==> src/rtl/cu_pkg.sv <==
// Shared encodings for the multi-cycle RV32 control unit: FSM states, datapath
// select codes, opcodes and the funct3 -> ALU operation mapping.
package cu_pkg;

    typedef enum logic [2:0] {
        StFetch  = 3'd0,
        StDecode = 3'd1,
        StExec   = 3'd2,
        StMem    = 3'd3,
        StWb     = 3'd4,
        StTrap   = 3'd5
    } state_e;

    typedef enum logic [3:0] {
        AluAdd   = 4'b0000,
        AluSub   = 4'b0001,
        AluXor   = 4'b0010,
        AluOr    = 4'b0011,
        AluAnd   = 4'b0100,
        AluSll   = 4'b0101,
        AluSrl   = 4'b0110,
        AluSra   = 4'b0111,
        AluSlt   = 4'b1000,
        AluSltu  = 4'b1001,
        AluPassB = 4'b1010,
        AluMul   = 4'b1011
    } alu_op_e;

    typedef enum logic [2:0] {
        ImmI  = 3'b000,
        ImmIu = 3'b001,
        ImmS  = 3'b010,
        ImmB  = 3'b011,
        ImmU  = 3'b100,
        ImmJ  = 3'b101
    } imm_src_e;

    typedef enum logic [1:0] {
        PcPlus4  = 2'b00,
        PcTarget = 2'b01,
        PcAlu    = 2'b10
    } pc_src_e;

    typedef enum logic [1:0] {
        ResAlu = 2'b00,
        ResMem = 2'b01,
        ResPc4 = 2'b10
    } result_src_e;

    typedef enum logic [2:0] {
        ClsAlu,
        ClsMul,
        ClsLoad,
        ClsStore,
        ClsBranch,
        ClsJal,
        ClsJalr
    } instr_class_e;

    localparam logic [1:0] CauseIllegal    = 2'b01;
    localparam logic [1:0] CauseMemTimeout = 2'b10;

    localparam logic [6:0] OpcOp     = 7'b0110011;
    localparam logic [6:0] OpcOpImm  = 7'b0010011;
    localparam logic [6:0] OpcLoad   = 7'b0000011;
    localparam logic [6:0] OpcStore  = 7'b0100011;
    localparam logic [6:0] OpcBranch = 7'b1100011;
    localparam logic [6:0] OpcJal    = 7'b1101111;
    localparam logic [6:0] OpcJalr   = 7'b1100111;
    localparam logic [6:0] OpcLui    = 7'b0110111;
    localparam logic [6:0] OpcAuipc  = 7'b0010111;

    // alt selects SUB/SRA over ADD/SRL (instr[30] where it is meaningful)
    function automatic logic [3:0] alu_from_funct3(logic [2:0] f3, logic alt);
        case (f3)
            3'b000:  return alt ? AluSub : AluAdd;
            3'b001:  return AluSll;
            3'b010:  return AluSlt;
            3'b011:  return AluSltu;
            3'b100:  return AluXor;
            3'b101:  return alt ? AluSra : AluSrl;
            3'b110:  return AluOr;
            default: return AluAnd;
        endcase
    endfunction

endpackage

==> src/rtl/cu_decoder.sv <==
// Combinational instruction decoder: classifies the instruction word, produces
// the ALU/immediate/result selects and flags unsupported encodings.
module cu_decoder
    import cu_pkg::*;
#(
    parameter bit ENABLE_MUL = 1'b0
) (
    input  logic [31:0] instr_i,
    output logic [3:0]  alu_ctrl_o,
    output logic        alu_src_a_o,
    output logic        alu_src_b_o,
    output logic [2:0]  imm_src_o,
    output logic [1:0]  result_src_o,
    output logic [2:0]  instr_class_o,
    output logic        illegal_o
);
    logic [6:0] opcode;
    logic [2:0] funct3;
    logic [6:0] funct7;
    logic       unused_fields;

    assign opcode        = instr_i[6:0];
    assign funct3        = instr_i[14:12];
    assign funct7        = instr_i[31:25];
    assign unused_fields = ^{instr_i[24:15], instr_i[11:7]};

    always_comb begin
        alu_ctrl_o    = AluAdd;
        alu_src_a_o   = 1'b0;
        alu_src_b_o   = 1'b0;
        imm_src_o     = ImmI;
        result_src_o  = ResAlu;
        instr_class_o = ClsAlu;
        illegal_o     = 1'b0;
        case (opcode)
            OpcOp: begin
                if (funct7 == 7'b0000001) begin
                    instr_class_o = ClsMul;
                    alu_ctrl_o    = AluMul;
                    illegal_o     = !ENABLE_MUL || (funct3 != 3'b000);
                end else begin
                    alu_ctrl_o = alu_from_funct3(funct3, funct7[5]);
                    illegal_o  = !((funct7 == 7'b0000000) ||
                                   ((funct7 == 7'b0100000) &&
                                    ((funct3 == 3'b000) || (funct3 == 3'b101))));
                end
            end
            OpcOpImm: begin
                alu_src_b_o = 1'b1;
                // addi/xori/... have no alternate form; only srai uses instr[30]
                alu_ctrl_o  = alu_from_funct3(funct3, (funct3 == 3'b101) && funct7[5]);
                if ((funct3 == 3'b001) || (funct3 == 3'b101)) begin
                    imm_src_o = ImmIu;
                    illegal_o = !((funct7 == 7'b0000000) ||
                                  ((funct3 == 3'b101) && (funct7 == 7'b0100000)));
                end
            end
            OpcLoad: begin
                instr_class_o = ClsLoad;
                alu_src_b_o   = 1'b1;
                result_src_o  = ResMem;
                illegal_o     = (funct3 == 3'b011) || (funct3[2:1] == 2'b11);
            end
            OpcStore: begin
                instr_class_o = ClsStore;
                alu_src_b_o   = 1'b1;
                imm_src_o     = ImmS;
                illegal_o     = funct3[2] || (funct3 == 3'b011);
            end
            OpcBranch: begin
                instr_class_o = ClsBranch;
                alu_ctrl_o    = AluSub;
                imm_src_o     = ImmB;
                illegal_o     = (funct3[2:1] == 2'b01);
            end
            OpcJal: begin
                instr_class_o = ClsJal;
                imm_src_o     = ImmJ;
                result_src_o  = ResPc4;
            end
            OpcJalr: begin
                instr_class_o = ClsJalr;
                alu_src_b_o   = 1'b1;
                result_src_o  = ResPc4;
                illegal_o     = (funct3 != 3'b000);
            end
            OpcLui: begin
                alu_ctrl_o  = AluPassB;
                alu_src_b_o = 1'b1;
                imm_src_o   = ImmU;
            end
            OpcAuipc: begin
                alu_src_a_o = 1'b1;
                alu_src_b_o = 1'b1;
                imm_src_o   = ImmU;
            end
            default: illegal_o = 1'b1;
        endcase
    end

endmodule

==> src/rtl/mc_control_unit.sv <==
// Multi-cycle RV32I(+MUL) control FSM: sequences fetch/decode/exec/mem/writeback,
// tracks multi-cycle MUL latency and memory wait timeouts, and traps on faults.
module mc_control_unit
    import cu_pkg::*;
#(
    parameter bit          ENABLE_MUL  = 1'b0,
    parameter int unsigned MUL_CYCLES  = 4,
    parameter int unsigned MEM_TIMEOUT = 15
) (
    input  logic        clk,
    input  logic        rst_n,
    input  logic [31:0] instr,
    input  logic        zero,
    input  logic        less,
    input  logic        lessu,
    input  logic        mem_ready,
    output logic        mem_req,
    output logic        mem_we,
    output logic        mem_ifetch,
    output logic        ir_write,
    output logic        pc_write,
    output logic        reg_write,
    output logic [1:0]  pc_src,
    output logic        alu_src_a,
    output logic        alu_src_b,
    output logic [2:0]  imm_src,
    output logic [3:0]  alu_ctrl,
    output logic [1:0]  result_src,
    output logic [2:0]  funct3_o,
    output logic        trap,
    output logic [1:0]  trap_cause,
    output logic [2:0]  state_o
);
    state_e     state_q, state_d;
    logic [3:0] mul_cnt_q, mul_cnt_d;
    logic [7:0] wait_cnt_q, wait_cnt_d;
    logic [1:0] cause_q, cause_d;

    logic [3:0] dec_alu_ctrl;
    logic       dec_src_a, dec_src_b, dec_illegal;
    logic [2:0] dec_imm_src, dec_class;
    logic [1:0] dec_result_src;
    logic       br_taken, mem_timeout;

    cu_decoder #(
        .ENABLE_MUL (ENABLE_MUL)
    ) u_decoder (
        .instr_i       (instr),
        .alu_ctrl_o    (dec_alu_ctrl),
        .alu_src_a_o   (dec_src_a),
        .alu_src_b_o   (dec_src_b),
        .imm_src_o     (dec_imm_src),
        .result_src_o  (dec_result_src),
        .instr_class_o (dec_class),
        .illegal_o     (dec_illegal)
    );

    assign funct3_o    = instr[14:12];
    assign state_o     = state_q;
    assign trap_cause  = cause_q;
    // Last permitted wait cycle: ready here still completes, silence traps.
    assign mem_timeout = (wait_cnt_q == 8'(MEM_TIMEOUT - 1));

    always_comb begin
        case (instr[14:12])
            3'b000:  br_taken = zero;
            3'b001:  br_taken = ~zero;
            3'b100:  br_taken = less;
            3'b101:  br_taken = ~less;
            3'b110:  br_taken = lessu;
            3'b111:  br_taken = ~lessu;
            default: br_taken = 1'b0;
        endcase
    end

    always_ff @(posedge clk) begin
        if (!rst_n) begin
            state_q    <= StFetch;
            mul_cnt_q  <= '0;
            wait_cnt_q <= '0;
            cause_q    <= 2'b00;
        end else begin
            state_q    <= state_d;
            mul_cnt_q  <= mul_cnt_d;
            wait_cnt_q <= wait_cnt_d;
            cause_q    <= cause_d;
        end
    end

    always_comb begin
        state_d    = state_q;
        mul_cnt_d  = mul_cnt_q;
        wait_cnt_d = '0;
        cause_d    = cause_q;
        mem_req    = 1'b0;
        mem_we     = 1'b0;
        mem_ifetch = 1'b0;
        ir_write   = 1'b0;
        pc_write   = 1'b0;
        reg_write  = 1'b0;
        pc_src     = PcPlus4;
        alu_src_a  = 1'b0;
        alu_src_b  = 1'b0;
        imm_src    = ImmI;
        alu_ctrl   = AluAdd;
        result_src = ResAlu;
        trap       = 1'b0;
        unique case (state_q)
            StFetch: begin
                mem_req    = 1'b1;
                mem_ifetch = 1'b1;
                if (mem_ready) begin
                    ir_write = 1'b1;
                    state_d  = StDecode;
                end else if (mem_timeout) begin
                    state_d = StTrap;
                    cause_d = CauseMemTimeout;
                end else begin
                    wait_cnt_d = wait_cnt_q + 8'd1;
                end
            end
            StDecode: begin
                mul_cnt_d = 4'(MUL_CYCLES - 1);
                if (dec_illegal) begin
                    state_d = StTrap;
                    cause_d = CauseIllegal;
                end else begin
                    state_d = StExec;
                end
            end
            StExec: begin
                alu_ctrl  = dec_alu_ctrl;
                alu_src_a = dec_src_a;
                alu_src_b = dec_src_b;
                imm_src   = dec_imm_src;
                case (dec_class)
                    ClsMul: begin
                        if (mul_cnt_q == 4'd0) state_d = StWb;
                        else mul_cnt_d = mul_cnt_q - 4'd1;
                    end
                    ClsLoad, ClsStore: state_d = StMem;
                    ClsBranch: begin
                        pc_write = 1'b1;
                        pc_src   = br_taken ? PcTarget : PcPlus4;
                        state_d  = StFetch;
                    end
                    ClsJal: begin
                        pc_write = 1'b1;
                        pc_src   = PcTarget;
                        state_d  = StWb;
                    end
                    ClsJalr: begin
                        pc_write = 1'b1;
                        pc_src   = PcAlu;
                        state_d  = StWb;
                    end
                    default: state_d = StWb;
                endcase
            end
            StMem: begin
                mem_req = 1'b1;
                mem_we  = (dec_class == ClsStore);
                if (mem_ready) begin
                    if (dec_class == ClsStore) begin
                        pc_write = 1'b1;
                        state_d  = StFetch;
                    end else begin
                        state_d = StWb;
                    end
                end else if (mem_timeout) begin
                    state_d = StTrap;
                    cause_d = CauseMemTimeout;
                end else begin
                    wait_cnt_d = wait_cnt_q + 8'd1;
                end
            end
            StWb: begin
                reg_write  = 1'b1;
                result_src = dec_result_src;
                // Jumps already wrote PC in EXEC.
                pc_write   = (dec_class != ClsJal) && (dec_class != ClsJalr);
                state_d    = StFetch;
            end
            StTrap: trap = 1'b1;
            default: state_d = StFetch;
        endcase
        if (!rst_n) begin
            mem_req   = 1'b0;
            mem_we    = 1'b0;
            ir_write  = 1'b0;
            pc_write  = 1'b0;
            reg_write = 1'b0;
            trap      = 1'b0;
        end
    end

endmodule

==> config.mk <==
export PLATFORM = sky130hd
export DESIGN_NAME = mc_control_unit
export DESIGN_NICKNAME = d
export VERILOG_FILES = /design/src/rtl/cu_pkg.sv /design/src/rtl/cu_decoder.sv /design/src/rtl/mc_control_unit.sv
export SDC_FILE = /design/constraint.sdc
export NUM_CORES = 1
export LEC_CHECK = 0
export CAP_MARGIN = 20
export CELL_PAD_IN_SITES_DETAIL_PLACEMENT = 1
export CELL_PAD_IN_SITES_GLOBAL_PLACEMENT = 2
export CORE_UTILIZATION = 31
export CTS_CLUSTER_SIZE = 12
export DETAILED_ROUTE_END_ITERATION = 6
export DONT_BUFFER_PORTS = 1
export PLACE_DENSITY = 0.74
export SLEW_MARGIN = 20
export SYNTH_ARGS = -nofsm -noshare
export SYNTH_HDL_FRONTEND = slang
export SYNTH_HIERARCHICAL = 1
export SYNTH_SLANG_ARGS = --single-unit
==> constraint.sdc <==
create_clock -name clk -period 2.2 [get_ports clk]
set_input_delay 0.33 -clock clk [delete_from_list [all_inputs] [get_ports clk]]
set_output_delay 0.33 -clock clk [all_outputs]
set_load 0.02 [all_outputs]
# --- Yosys cells after proc, flatten, opt, wreduce, memory -nomap -nowiden ---
# Index checks and enable logic that the tools add are counted.
op_classes:
  n_addsub: 2
  muxes: 59
  reduce_logical: 30
  eq_ne: 40
  bitwise: 6
op_table:
  columns: ["op", "count"]
  rows:
  - ["4-bit case mux with 7 select lines", 2]
  - ["3-bit case mux with 5 select lines", 2]
  - ["1-bit 2-to-1 mux", 29]
  - ["7-bit by 6-bit == test with 1-bit output (second input constant)", 4]
  - ["3-bit == test (second input constant)", 9]
  - ["7-bit == test (second input constant)", 3]
  - ["3-bit 2-to-1 mux", 7]
  - ["3-bit by 2-bit == test with 1-bit output (second input constant)", 6]
  - ["3-bit case mux with 6 select lines", 1]
  - ["4-bit 2-to-1 mux", 4]
  - ["4-bit case mux with 4 select lines", 1]
  - ["7-bit by 5-bit == test with 1-bit output (second input constant)", 2]
  - ["2-bit 2-to-1 mux", 5]
  - ["3-bit by 1-bit == test with 1-bit output (second input constant)", 3]
  - ["3-bit != test (second input constant)", 3]
  - ["3-bit case mux with 3 select lines", 1]
  - ["8-bit by 1-bit adder with 8-bit output (second input constant)", 1]
  - ["8-bit by 4-bit == test with 1-bit output (second input constant)", 1]
  - ["2-bit != test (second input constant)", 4]
  - ["2-bit case mux with 2 select lines", 2]
  - ["4-bit case mux with 2 select lines", 1]
  - ["2-bit OR reduction", 4]
  - ["7-bit by 1-bit == test with 1-bit output (second input constant)", 1]
  - ["7-bit by 2-bit == test with 1-bit output (second input constant)", 1]
  - ["23 further kinds", 40]
totals:
  input_bits: 38
  ff_bits: 17
  output_inout_bits: 28

# --- Logic depth before layout (Yosys ltp) ---
# Gate-level depths: netlist of the first run.
depth:
  word_depth: 9
  mapped_depth: 9
  ltp_nobuf: 9

# --- Hierarchy ---
# Netlist of the first run, hierarchy kept.
modules_own_cells:
  columns: ["module", "seq_area_each_um2", "cells_each", "area_per_inst_um2", "instances"]
  rows:
  - ["mc_control_unit", 340.3, 146, 1208.7, 1]
  - ["cu_decoder", 0.0, 66, 424.2, 1]

# --- Least setup slack after synthesis of the first run ---
# OpenSTA, ideal clock, no wires.
synth_timing:
  path_kind: "input port to output port"
  start: "input port instr[28]"
  end: "output port pc_src[0]"
  arrival_time_ns: 1.894
  cell_stages: 6
  slack_ns: -0.024
  n_path_buf: 0
  path_cell_list: "or4_4 -> nor2_2 -> nand4_2 -> nand2_1 -> a211oi_1 -> nor3_1"
synth_via:
  elab_chain_cells: 6
  elab_cells_between_ends: 8
synth_rtl:
  columns: ["item", "line", "source"]
  rows:
  - ["start: declaration", "mc_control_unit.sv:12", "input logic [31:0] instr,"]
  - ["7-bit by 1-bit == test with 1-bit output (*)", "cu_decoder.sv:37", "if (funct7 == 7'b0000001) begin"]
  - ["1-bit 2-to-1 mux (*)", "cu_decoder.sv:37", null]
  - ["3-bit case mux with 6 select lines (*)", "cu_decoder.sv:35", "case (opcode)"]
  - ["net dec_class[0]", "mc_control_unit.sv:41", "logic [2:0] dec_imm_src, dec_class;"]
  - ["3-bit == test", "mc_control_unit.sv:136", "case (dec_class)"]
  - ["2-bit case mux with 3 select lines (*)", "mc_control_unit.sv:136", null]
  - ["2-bit 2-to-1 mux (*)", "mc_control_unit.sv:108", "unique case (state_q)"]
  - ["end: declaration", "mc_control_unit.sv:23", "output logic [1:0] pc_src,"]
# The timed path passes the listed nets; every way through them passes the cells marked *.

# --- Worst setup path in the final report of the first run ---
layout_timing:
  start: "input port instr[28]"
  end: "output port pc_write"
layout_via:
  elab_chain_cells: 8
  elab_cells_between_ends: 16
layout_rtl:
  columns: ["item", "line", "source"]
  rows:
  - ["7-bit by 1-bit == test with 1-bit output (*)", "cu_decoder.sv:37", null]
  - ["1-bit 2-to-1 mux (*)", "cu_decoder.sv:37", null]
  - ["3-bit case mux with 6 select lines (*)", "cu_decoder.sv:35", null]
  - ["net dec_class[0]", "mc_control_unit.sv:41", null]
  - ["3-bit == test / 3-bit by 2-bit == test with 1-bit output (equally long branches)", "mc_control_unit.sv:136, mc_control_unit.sv:164", null]
  - ["3-bit OR reduction (no line) / 1-bit 2-to-1 mux (equally long branches)", null, null]
  - ["1-bit 2-to-1 mux, on equally long branches", "mc_control_unit.sv:136, mc_control_unit.sv:163", null]
  - ["1-bit case mux with 3 select lines (*)", "mc_control_unit.sv:108", null]
  - ["1-bit 2-to-1 mux (*)", "mc_control_unit.sv:187", "if (!rst_n) begin"]
  - ["end: declaration", "mc_control_unit.sv:21", "output logic pc_write,"]
# Marks and branches as above.

==> results.cfg, run 1 <==
[detailed_routing]
drc = 0
via_per_inst = 5.28
ant_nets = 0
wire_per_inst_um = 15.4
firstDrtPassIters = 4
wirelength_um = 4510
vias = 1547
drtIter0Drc = 59

[timing]
setup_viol = 0
worst_slew_pin_slew_ps = 475
drv_slew = 0
relSlewSlack_pct = 68.2
hold_violations = 0
whs_ps = 198
finalClockSkew_ps = 0.475
max_freq_mhz = 472
fin_crit_ps = 2120
fin_crit_sh_pct = 96.4

[worst_setup_path]
rr_worst_depth = 5
crit_family = simple AND/OR/NAND/NOR gates
regToRegEndpoint = wait_cnt_q[3]
r2r_start = state_o[0]
cp_data_required_time_ps = 1870
slowest_stage = or4_4
crit_buf_inv = 0
crit_type = primary input to primary output
path_cells = or4_4 > nor2_4 > nand4_4 > nand2_4 > nand2_1 > nand4b_1 > a21oi_1 > o21a_2
endpoint_kind = primary output
cp_max_fo = 5
critPathArrivalTime_ps = 1790
critPathLaunchType = primary input
ff2ff_setup_slack_ps = 420
critPathMaxStageDelay_ps = 540

[cts]
cts_tree = done
clk_latency_ps = 250
numCtsBuffers = 3
root_buffer = clkbuf_8
cts_num_sinks = 17
ctsLongestPathBuffers = 2
holdBufCountCts = 0
clkTransAtPathRegs_ps = 70
htreeDepth = 1

[power_and_ir_drop]
p_per_area_mw_per_mm2 = 411
peakVddDrop_mv = 0.280
power_mw = 0.764
leakage_nw = 0.746

[finish]
area_growth_pct = 13.7
num_antenna_cells = 0
nets = 266
drive_above_1_share_pct = 20.2

[floorplanning]
rows = 26
initial_core_util_pct = 32.2
io_pins = 66
die_x_um = 74.6
coreArea_mm2 = 0.00507
fp.dieH_um = 74.6
die_area_mm2 = 0.00556

[place]
io_buffers = 0
globalplace.congestion = 0.746
hpwl_um = 3380

[synth]
synth-edff-count = 0
synth_top_area_cell = dfxtp_1
synth_area_mm2 = 0.00163
synth.net_count = 254
synth_fa_ha_area_share_pct = 3.07
synth-simple-area-share_pct = 42.3
ys_ff_latch = 17
synth_top_area_share_pct = 20.8
async_flop_share_pct = 0
ys.warnings.count = 6
ys.flop_type = dfxtp_1
yosysUniqueCellTypes = 56
synthCells = 212
synthXorXnorAreaFrac_pct = 7.43
synth_common_cells = nor2_1 (20), nand2_1 (18), dfxtp_1 (17)
yosysMostFrequentCell = nor2_1
synthMuxAreaShare_pct = 1.30
ys_seq_area_share_pct = 20.8
synth_area_leaders = dfxtp_1 (21%), nor2_1 (4.6%), xor2_1 (4.3%)
synth_top_family_by_area = simple AND/OR/NAND/NOR gates
syn_avg_cell_area_um2 = 7.70
synth-compound-area-share_pct = 18.4

[grt]
grtUsageTotal_pct = 16.0
grt_max_degree = 15
antenna_found_initial = 0
grt_pass1_vias = 1407
grt.overflow.total = 0
grt_first_pass_wirelength_um = 6800

[worst_hold_path]
worstHoldEndpoint = mul_cnt_q[1]
worstHoldStart = rst_n
whs_path_depth = 1
hp-class = primary input to flip-flop

[run_status]
status = complete, no violations

[job]
max-cap-violations = 0
## worst max-delay path by stage
stage	from	end	slack, ps	cells after the start
after floorplan	instr[28]	mem_we	9	6
after global placement	instr[28]	pc_write	-50	8
after detailed placement	instr[28]	mul_cnt_q[1]	-70	8
after CTS	instr[28]	pc_write	20	8
after global routing	instr[28]	pc_write	-0.4	8
final	instr[28]	pc_write	80	8
## cell usage in the layout, fill, tap and decap left out, types with 2 or more instances in the layout
master / n
o22ai_1: 2
nand2_1: 17
xor2_1: 8
and2_1: 10
nand4_1: 5
nand2b_1: 3
nor3b_4: 2
dfxtp_1: 17
a21boi_0: 2
and3_1: 4
nor2_1: 20
nand4b_1: 2
ha_1: 4
a21o_1: 3
buf_4: 18
a21oi_1: 5
or2_1: 2
a31oi_1: 2
or3_1: 2
a21boi_1: 3
nor2_2: 2
nor3_1: 9
xnor2_1: 4
inv_1: 8
nand3_1: 10
o21ai_1: 4
or3b_4: 2
nor2b_1: 5
nor3b_2: 2
clkbuf_8: 3
a211oi_1: 3
o21ai_0: 6
o211ai_1: 3
and3b_1: 3
o21a_1: 2
or4_4: 2
inv_2: 2
## layer usage
layer	part of all wire [%]	track usage [%]	vias to the layer above
li1	-	-	779
met1	49	23.0	730
met2	45	24.1	36
met3	5.6	3.93	2
met4	0.49	3.14	0
met5	0	0	-
## where the power goes
part / internal (mW) / switching [mW]
Sequential: 0.321 / 0.0202
Combinational: 0.0801 / 0.100
Clock: 0.129 / 0.114
## timing repair
action,CTS,global route
setup endpoints to repair,2,3
gates resized for setup,1,5
pin swaps,0,5
buffers inserted,0,3
gates cloned,0,0
## through the flow
stage / util, % / setup TNS, ps / area (um2) / instances / setup slack (ps)
floorplan: - / 0 / 1640 / 212 / 9.31
global placement: 34.8 / -119 / 1770 / 286 / -45.8
detailed placement: 34.8 / -153 / 1770 / 286 / -70.0
CTS: 35.7 / 0 / 1810 / 290 / 19.1
global route: 36.6 / -0.371 / 1860 / 293 / -0.371
finish: 36.6 / 0 / 1860 / 293 / 79.1
## area by class of cell
class,count,area [um2]
flip-flops and latches,17,340
fillers,640,3220
multi-input cells,174,1210
well taps,70,87.6
repair buffers,18,135
clock buffers,4,45.0
inverters,10,37.5
## flip-flops by register name, indices dropped and copies added (netlist names)
| signal | flops |
|---|---|
| state_o | 3 |
| wait_cnt_q | 8 |
| trap_cause | 2 |
| mul_cnt_q | 4 |
## cells by family (layout without fill, tap and decap cells)
kind of cell | count (synthesis) | after routing
AO/OA/AOI/OAI | 42 | 42
XOR/XNOR | 13 | 13
adder cells (fa/ha/maj) | 4 | 4
buffers and inverters | 21 | 32
flip-flops | 17 | 17
multiplexers | 2 | 2
AND/OR/NAND/NOR | 113 | 113
(Power assumes the default switching activity.)
==> inputs of run 2 (changes only) <==
CORE_UTILIZATION = 30   (was 31)
PLACE_DENSITY = 0.72   (was 0.74)
SYNTH_HIERARCHICAL = not set   (was 1)
==> run 2 against run 1 <==
Net effect: count of clock-buffer cells in the layout down 1; largest power group unchanged; final area down 4.2%; clock power about the same; die area down 1.5%; worst setup slack better by 3.3 ps; largest cell class unchanged; global-route usage up 2.8 points; combinational power up 56%; critical path type is now flip-flop to primary output.
==> results.cfg, run 2 <==
[cts]
ctsResizeCount = 0
cts_num_sinks = 17
cts_tree = done
clkTransAtPathRegs_ps = 70
root_buffer = clkbuf_8
post-cts-setup-buffers = 0
numCtsBuffers = 3
ctsLongestPathBuffers = 2
holdBufCountCts = 0
htreeDepth = 1
clk_latency_ps = 260

[place]
dp.cells = 279
io_buffers = 0
hpwl_um = 3770
globalplace.congestion = 0.735

[grt]
grtUsageMet2_pct = 32.2
grt_pass1_vias = 1658
grt_first_pass_wirelength_um = 8070
use_met3_pct = 4.34
grt.overflow.total = 0
grt_max_degree = 20
grtUsageTotal_pct = 18.8
busiest_layer = met2
antenna_found_initial = 0
grt_util_met1_pct = 24.3

[worst_hold_path]
whs_path_depth = 1
hp-class = primary input to flip-flop
worstHoldStart = rst_n
worstHoldEndpoint = state_o[1]

[detailed_routing]
drc = 0
via_per_inst = 5.64
drtIter0Drc = 40
vias = 1595
firstDrtPassIters = 4
wirelength_um = 4770
ant_nets = 0
wire_per_inst_um = 16.9

[power_and_ir_drop]
power_mw = 0.882
p_per_area_mw_per_mm2 = 496
peakVddDrop_mv = 0.271
leakage_nw = 0.636

[worst_setup_path]
cp_data_required_time_ps = 1870
path_cells = or3b_2 > nor4_1 > buf_4
regToRegEndpoint = mul_cnt_q[2]
cp_max_fo = 14
r2r_start = state_o[2]
endpoint_kind = primary output
ff2ff_setup_slack_ps = 330
critPathArrivalTime_ps = 1790
crit_buf_inv = 1
critPathLaunchType = flip-flop
crit_type = flip-flop to primary output
rr_worst_depth = 5
critPathMaxStageDelay_ps = 650
crit_family = simple AND/OR/NAND/NOR gates
slowest_stage = or3b_2

[timing]
max_freq_mhz = 472
worst_slew_pin_slew_ps = 583
hold_violations = 0
tns_ps = 0
setup_viol = 0
fin_crit_sh_pct = 96.3
relSlewSlack_pct = 60.8
rsz0062_at_grt = false
drv_slew = 0
finalClockSkew_ps = 2.22
fin_crit_ps = 2120

[synth]
synth-edff-count = 0
ys_ff_latch = 17
ys_seq_area_share_pct = 21.9
synth_top_area_share_pct = 21.9
yosysUniqueCellTypes = 62
synthCells = 206
ys.warnings.count = 0
synth_area_mm2 = 0.00156
synth_top_area_cell = dfxtp_1
yosysMostFrequentCell = nand2_1
synth_common_cells = nand2_1 (18), dfxtp_1 (17), nor2_1 (16), a21oi_1 (13), nor3_1 (9)
async_flop_share_pct = 0
syn_avg_cell_area_um2 = 7.56
synth_area_leaders = dfxtp_1 (22%), nand2_1 (4.3%), a21oi_1 (4.2%)
synth.net_count = 248
ys.flop_type = dfxtp_1

[floorplanning]
die_x_um = 74.0
rows = 25
die_area_mm2 = 0.00548
coreArea_mm2 = 0.00485
fp.dieH_um = 74.0
io_pins = 66
initial_core_util_pct = 32.1

[finish]
nets = 259
final_cell_mix = buf_4 (22), nand2_1 (18), dfxtp_1 (17)
drive_above_1_share_pct = 18.5
num_antenna_cells = 0
area_growth_pct = 14.2
largest_register_ffs = 8
top_register = wait_cnt_q
final_common_cell = buf_4
stdcell_count = 283

[job]
max-cap-violations = 0

[run_status]
status = complete, no violations
-- run 2: stage by stage --
step / util, % / hold WS [ps] / area, um2 / setup slack, ps
finish: 36.7 / 201 / 1780 / 82.4
global placement: 35.7 / 453 / 1730 / 200
CTS: 36.7 / 192 / 1780 / 76.2
global route: 36.7 / 201 / 1780 / 14.5
floorplan: - / 441 / 1560 / 137
detailed placement: 35.7 / 458 / 1730 / 150
-- run 2: cells by family after synthesis --
group                      Yosys count  synth area share, %
AOI/OAI and AO/OA                   48                 22.0
and+or+nand+nor                    100                 38.2
DFF                                 17                 21.9
buffers and inverters               24                 7.07
adders and majority gates            4                 3.22
muxes                                4                 2.57
xor gates and xnor gates             9                 5.06
-- run 2: cell type report --
class | instances | area [um2]
clock buffers | 3 | 41.3
clock inverters | 1 | 5.00
fillers | 615 | 3070
inverters | 8 | 30.0
multi-input cells | 165 | 1110
flip-flops and latches | 17 | 340
well taps | 67 | 83.8
repair buffers | 22 | 165
-- run 2: how the worst max path moves through the flow --
stage | start | end | slack, ps | cells past startpoint
global route | state_o[1] | alu_ctrl[2] | 10 | 3
CTS | state_o[2] | alu_ctrl[2] | 80 | 3
global placement | instr[26] | alu_ctrl[0] | 200 | 5
finish | state_o[2] | alu_ctrl[2] | 80 | 3
detailed placement | instr[26] | alu_ctrl[1] | 150 | 5
floorplan | state_o[1] | imm_src[1] | 140 | 3
-- run 2: where the power goes --
group | leakage [nW] | switching (mW) | internal (mW)
logic | 0.472 | 0.169 | 0.115
clock network | 0.0255 | 0.115 | 0.126
registers | 0.138 | 0.0240 | 0.334
-- run 2: metal layers --
layer / wire [um] / share of wire (%)
met4: 8 / 0.17
met1: 2140 / 45
met3: 245 / 5.1
met2: 2380 / 50
met5: 0 / 0
